<file path="src/rtl/uart_rx_fifo.sv">
module uart_rx_fifo #(
  parameter int DATA_BITS  = 8,
  parameter int STOP_BITS  = 1,
  parameter int FIFO_DEPTH = 4,
  parameter int CNT_W      = 16
) (
  input  logic                          clk,
  input  logic                          reset,
  input  logic                          rxd,
  input  logic [CNT_W-1:0]              baud_div,
  input  logic [1:0]                    parity_mode,
  output logic [DATA_BITS-1:0]          rx_data,
  output logic                          rx_parity_err,
  output logic                          rx_frame_err,
  output logic                          rx_valid,
  input  logic                          rx_ready,
  output logic [$clog2(FIFO_DEPTH):0]   fifo_count,
  output logic                          overrun,
  input  logic                          overrun_clr,
  output logic                          rx_busy
);

  localparam int PW = $clog2(FIFO_DEPTH);
  localparam int CW = PW + 1;
  localparam int WW = DATA_BITS + 2;

  typedef enum logic [2:0] {
    S_IDLE,
    S_START,
    S_DATA,
    S_PARITY,
    S_STOP,
    S_BREAK
  } state_t;

  state_t               state_q, state_d;
  logic                 meta_q, meta_d;
  logic                 rxs_q, rxs_d;
  logic                 rxs_prev_q, rxs_prev_d;
  logic [CNT_W-1:0]     cnt_q, cnt_d;
  logic [CNT_W-1:0]     div_q, div_d;
  logic [1:0]           par_q, par_d;
  logic [3:0]           bit_q, bit_d;
  logic [DATA_BITS-1:0] shift_q, shift_d;
  logic                 perr_q, perr_d;
  logic                 ferr_q, ferr_d;

  logic [WW-1:0]        mem_q [FIFO_DEPTH];
  logic [WW-1:0]        mem_d [FIFO_DEPTH];
  logic [PW-1:0]        wr_ptr_q, wr_ptr_d;
  logic [PW-1:0]        rd_ptr_q, rd_ptr_d;
  logic [CW-1:0]        count_q, count_d;
  logic                 overrun_q, overrun_d;

  logic [CNT_W-1:0]     div_in;
  logic                 fall;
  logic                 tick;
  logic                 par_en;
  logic                 par_odd;
  logic                 ferr_now;
  logic                 push;
  logic [WW-1:0]        push_word;
  logic                 full;
  logic                 empty;
  logic                 pop;
  logic                 wr_en;

  assign div_in  = (baud_div < CNT_W'(4)) ? CNT_W'(4) : baud_div;
  assign fall    = rxs_prev_q & ~rxs_q;
  // A load of N expires exactly N clocks later (expiry on reaching 1).
  assign tick    = (cnt_q == CNT_W'(1));
  assign par_en  = (par_q == 2'b01) || (par_q == 2'b10);
  assign par_odd = (par_q == 2'b10);

  always_comb begin
    meta_d     = rxd;
    rxs_d      = meta_q;
    rxs_prev_d = rxs_q;
    state_d    = state_q;
    cnt_d      = cnt_q;
    div_d      = div_q;
    par_d      = par_q;
    bit_d      = bit_q;
    shift_d    = shift_q;
    perr_d     = perr_q;
    ferr_d     = ferr_q;
    ferr_now   = ferr_q;
    push       = 1'b0;
    push_word  = '0;

    case (state_q)
      S_IDLE: begin
        if (fall) begin
          state_d = S_START;
          cnt_d   = div_in >> 1;
          div_d   = div_in;
          par_d   = parity_mode;
          bit_d   = '0;
          perr_d  = 1'b0;
          ferr_d  = 1'b0;
        end
      end
      S_START: begin
        if (tick) begin
          cnt_d   = div_q;
          state_d = rxs_q ? S_IDLE : S_DATA;
        end else begin
          cnt_d = cnt_q - CNT_W'(1);
        end
      end
      S_DATA: begin
        if (tick) begin
          cnt_d   = div_q;
          shift_d = {rxs_q, shift_q[DATA_BITS-1:1]};
          if (bit_q == 4'(DATA_BITS - 1)) begin
            bit_d   = '0;
            state_d = par_en ? S_PARITY : S_STOP;
          end else begin
            bit_d = bit_q + 4'd1;
          end
        end else begin
          cnt_d = cnt_q - CNT_W'(1);
        end
      end
      S_PARITY: begin
        if (tick) begin
          cnt_d   = div_q;
          perr_d  = ((^shift_q) ^ rxs_q) != par_odd;
          state_d = S_STOP;
        end else begin
          cnt_d = cnt_q - CNT_W'(1);
        end
      end
      S_STOP: begin
        if (tick) begin
          cnt_d    = div_q;
          ferr_now = ferr_q | ~rxs_q;
          ferr_d   = ferr_now;
          if (bit_q == 4'(STOP_BITS - 1)) begin
            bit_d     = '0;
            push      = 1'b1;
            push_word = {ferr_now, perr_q, shift_q};
            state_d   = rxs_q ? S_IDLE : S_BREAK;
          end else begin
            bit_d = bit_q + 4'd1;
          end
        end else begin
          cnt_d = cnt_q - CNT_W'(1);
        end
      end
      S_BREAK: begin
        if (rxs_q) begin
          state_d = S_IDLE;
        end
      end
      default: begin
        state_d = S_IDLE;
      end
    endcase
  end

  assign full  = (count_q == CW'(FIFO_DEPTH));
  assign empty = (count_q == '0);
  assign pop   = ~empty & rx_ready;
  // A push into a full FIFO is still accepted when the head leaves on the same edge.
  assign wr_en = push & (~full | pop);

  always_comb begin
    mem_d    = mem_q;
    wr_ptr_d = wr_ptr_q;
    rd_ptr_d = rd_ptr_q;
    count_d  = count_q;

    if (wr_en) begin
      mem_d[wr_ptr_q] = push_word;
      wr_ptr_d        = wr_ptr_q + PW'(1);
    end
    if (pop) begin
      rd_ptr_d = rd_ptr_q + PW'(1);
    end

    case ({wr_en, pop})
      2'b10:   count_d = count_q + CW'(1);
      2'b01:   count_d = count_q - CW'(1);
      default: count_d = count_q;
    endcase

    if (push & full & ~pop) begin
      overrun_d = 1'b1;
    end else if (overrun_clr) begin
      overrun_d = 1'b0;
    end else begin
      overrun_d = overrun_q;
    end
  end

  always_ff @(posedge clk) begin
    if (reset) begin
      meta_q     <= 1'b1;
      rxs_q      <= 1'b1;
      rxs_prev_q <= 1'b1;
      state_q    <= S_IDLE;
      cnt_q      <= '0;
      div_q      <= '0;
      par_q      <= '0;
      bit_q      <= '0;
      shift_q    <= '0;
      perr_q     <= 1'b0;
      ferr_q     <= 1'b0;
      for (int unsigned i = 0; i < FIFO_DEPTH; i++) begin
        mem_q[i] <= '0;
      end
      wr_ptr_q   <= '0;
      rd_ptr_q   <= '0;
      count_q    <= '0;
      overrun_q  <= 1'b0;
    end else begin
      meta_q     <= meta_d;
      rxs_q      <= rxs_d;
      rxs_prev_q <= rxs_prev_d;
      state_q    <= state_d;
      cnt_q      <= cnt_d;
      div_q      <= div_d;
      par_q      <= par_d;
      bit_q      <= bit_d;
      shift_q    <= shift_d;
      perr_q     <= perr_d;
      ferr_q     <= ferr_d;
      mem_q      <= mem_d;
      wr_ptr_q   <= wr_ptr_d;
      rd_ptr_q   <= rd_ptr_d;
      count_q    <= count_d;
      overrun_q  <= overrun_d;
    end
  end

  assign rx_data       = mem_q[rd_ptr_q][DATA_BITS-1:0];
  assign rx_parity_err = mem_q[rd_ptr_q][DATA_BITS];
  assign rx_frame_err  = mem_q[rd_ptr_q][DATA_BITS+1];
  assign rx_valid      = ~empty;
  assign fifo_count    = count_q;
  assign overrun       = overrun_q;
  assign rx_busy       = (state_q != S_IDLE);

endmodule

</file>
<file path="config.mk">
export PLATFORM = sky130hd
export DESIGN_NAME = uart_rx_fifo
export DESIGN_NICKNAME = d
export VERILOG_FILES = /design/src/rtl/uart_rx_fifo.sv
export SDC_FILE = /design/constraint.sdc
export NUM_CORES = 1
export LEC_CHECK = 0
export BUFFER_PORTS_ARGS = -buffer_cell sky130_fd_sc_hd__clkbuf_2
export CAP_MARGIN = 20
export CORE_MARGIN = 2
export CORE_UTILIZATION = 45
export CTS_BUF_LIST = sky130_fd_sc_hd__clkbuf_2 sky130_fd_sc_hd__clkbuf_4 sky130_fd_sc_hd__clkbuf_8
export CTS_CLUSTER_SIZE = 24
export DETAILED_ROUTE_END_ITERATION = 16
export PLACE_DENSITY_LB_ADDON = 0.2
export REMOVE_ABC_BUFFERS = 1
export SYNTH_ARGS = -nofsm -noshare
export SYNTH_HDL_FRONTEND = slang
export SYNTH_SLANG_ARGS = --single-unit
export TNS_END_PERCENT = 100
</file>
<file path="constraint.sdc">
create_clock -name clk -period 6.36 [get_ports clk]
set_input_delay 0.636 -clock clk [delete_from_list [all_inputs] [get_ports clk]]
set_output_delay 0.636 -clock clk [all_outputs]
set_load 0.05 [all_outputs]
</file>
==> results.ini <==
[power_and_ir_drop]
leakagePower_nw=2.25
ir_worst_vdd_mv=0.176
pwr_density_cell_mw_per_mm2=335

[finish]
drive_gt1_share_pct=14.1
layout_commonest_cell=dfxtp_1
utilization_pct=50.1
layoutNonFillerInstCount=723
fillers=1024
multi_input_area_sq_mm=0.00275
nNetsFinal=612
area_growth_pct=7.93
regArea_sq_mm=0.00204
layout_common_cells=dfxtp_1 (102), nor2_1 (69), nand2_1 (67)
diodes=0

[clock_tree]
ctsHoldBuffers=0
clk_pin_slew_ns=0.09
cts_buffers=9
cts_htree_levels=3
tritoncts=built
postCtsSetupBuffers=0
cts_resized=0
clock-sinks=102
clk_latency_ns=0.38
cts_root_buf=clkbuf_8
clock_path_buffers=2

[logic_synthesis]
synth_edf_count=0
syn_area_per_cell_sq_um=8.86
syn-cell-area_sq_mm=0.00505
yosys_warnings=0
async_flop_share_pct=0
syn_inst=570
ys_seq_area_share_pct=40.4
ys_types=64
synth-seq-cells=102
synth_flop_cell=dfxtp_1

[route]
wl_per_cell_microns=15.9
drc=0
vias=4045
drtAntennaViolNets=0
firstDrtPassIters=6
drt_iter0_markers=322
viasPerCell=5.59
wirelength_microns=11500

[flow_run]
drv_cap=0

[placement]
io_buffers=38
gp_congestion=0.785
placed_cells=707
hpwl_microns=7830

[critical_path]
cp.arrival_ns=3.13
cp_slowest_cell=nand4_1
path_cells=or3b_1 > nor2_1 > nand4_1 > mux2i_1 > nor2_1
start_kind=register
crit_top_cell=nor2_1
end_kind=register
crit_required_ns=6.59
critPathKind=register to register
critPathMaxStageDelay_ns=0.81
crit_fanout=13

[floorplan]
die_width_microns=110
die_y_microns=110
io_pins=39
core_sq_mm=0.0109
die_area_sq_mm=0.0121
start_util_pct=46.4
rows=38

[sta]
period_needed_ns=2.89
setup_viol=0
max_slew_margin_pct=29.1
worstMarginPinSlew_ns=1.06
hold_viol=0
maxSlewViolCount=0
skew_ns=0.00881
finalSetupTns_ns=0
grt_setup_unrepaired=no
fmax_mhz=346
fin_crit_sh_pct=45.5

[grt]
overflow=0
grt_use_total_pct=20.4
use_met1_pct=26.5
grt_antenna_before_repair=0
grt_pass1_vias=3861
top_usage_layer=met2
grt_max_degree=104
met2_usage_pct=33.1
grt_first_pass_wirelength_microns=19100
use_met3_pct=5.33

[hold_path]
hp-class=register to register

[run_status]
status=completed

[critical path: cells and delay by family, from the launching register on]
kind	cells	cell delay (ns)
mux	1	0.41
simple gates	4	1.74
flops	1	0.58
[synthesized netlist by cell type, drive strengths merged (7+ instances only)]
cell type  number  area share (%)
dfxtp         102              40
nor4            9             1.8
nand2          67             5.0
nor3           13             1.3
mux4           10             4.5
inv            19             1.4
nand3           8            0.79
buf            12             1.4
ha             10             2.5
mux2i          44             8.7
clkbuf         32             2.4
nor2           70             5.3
nand4           7            0.87
a21oi          41             4.3
o21ai          14             1.4
xnor2          13             2.3
[power by group]
part	switching, mW	total (mW)	internal [mW]
Clock	0.226	0.418	0.192
Sequential	0.0885	0.780	0.691
Combinational	0.374	0.629	0.255
Total	0.688	1.83	1.14
[stage by stage]
step                power, mW  instance area, sq um  hold slack [ns]  setup WS, ns
CTS                      1.83                  5450            0.419          3.50
floorplan                1.25                  4860            0.389          3.71
global placement         1.40                  5250            0.397          3.48
detailed placement       1.41                  5250            0.398          3.44
finish                   1.83                  5450            0.416          3.47
global route             1.94                  5450            0.444          3.26
[kinds of logic after synthesis]
logic type	count (synthesis)	synth area share [%]
AO/OA/AOI/OAI	105	13.4
XOR/XNOR	20	3.74
buffers and inverters	63	5.15
multiplexers	57	13.9
AND/OR/NAND/NOR	212	20.6
flip-flops	102	40.4
adder cells (fa/ha/maj)	11	2.87
[flip-flops by register name, summed over array words and instances (netlist names)]
signal	cells
shift_q	8
rxs_prev_d	1
bit_q	4
wr_ptr_q	2
div_q	16
fifo_count	3
par_q	2
perr_q	1
ferr_q	1
cnt_q	16
rd_ptr_q	2
mem_q	40
meta_q	1
rxs_prev_q	1
state_q	3
overrun	1
[area by class of cell]
cell class                 count  share of cell area [%]
multi-input combinational    405                    50.4
sequential                   102                    37.5
timing repair buffer          41                    3.95
tap                          140                    3.21
clock buffer                  11                    2.55
inverter                      19                    1.31
clock inverter                 5                    1.10
[metal layers]
layer  vias to the layer above  routed length, microns
met4                         0                     206
met1                      1922                    5390
met2                       100                    5360
li1                       2005                       -
met5                         -                       0
met3                        18                     564
[final timing paths]
kind	cells after the start	endpoint	slack (ns)	from
max reg2reg	5	mem_q[17]	3.47	state_q[2]
min	1	rxs_prev_d	0.42	meta_q
min reg2reg	1	rxs_prev_d	0.42	meta_q
max	5	mem_q[17]	3.47	state_q[2]
Power figures use the tool's default switching activity.
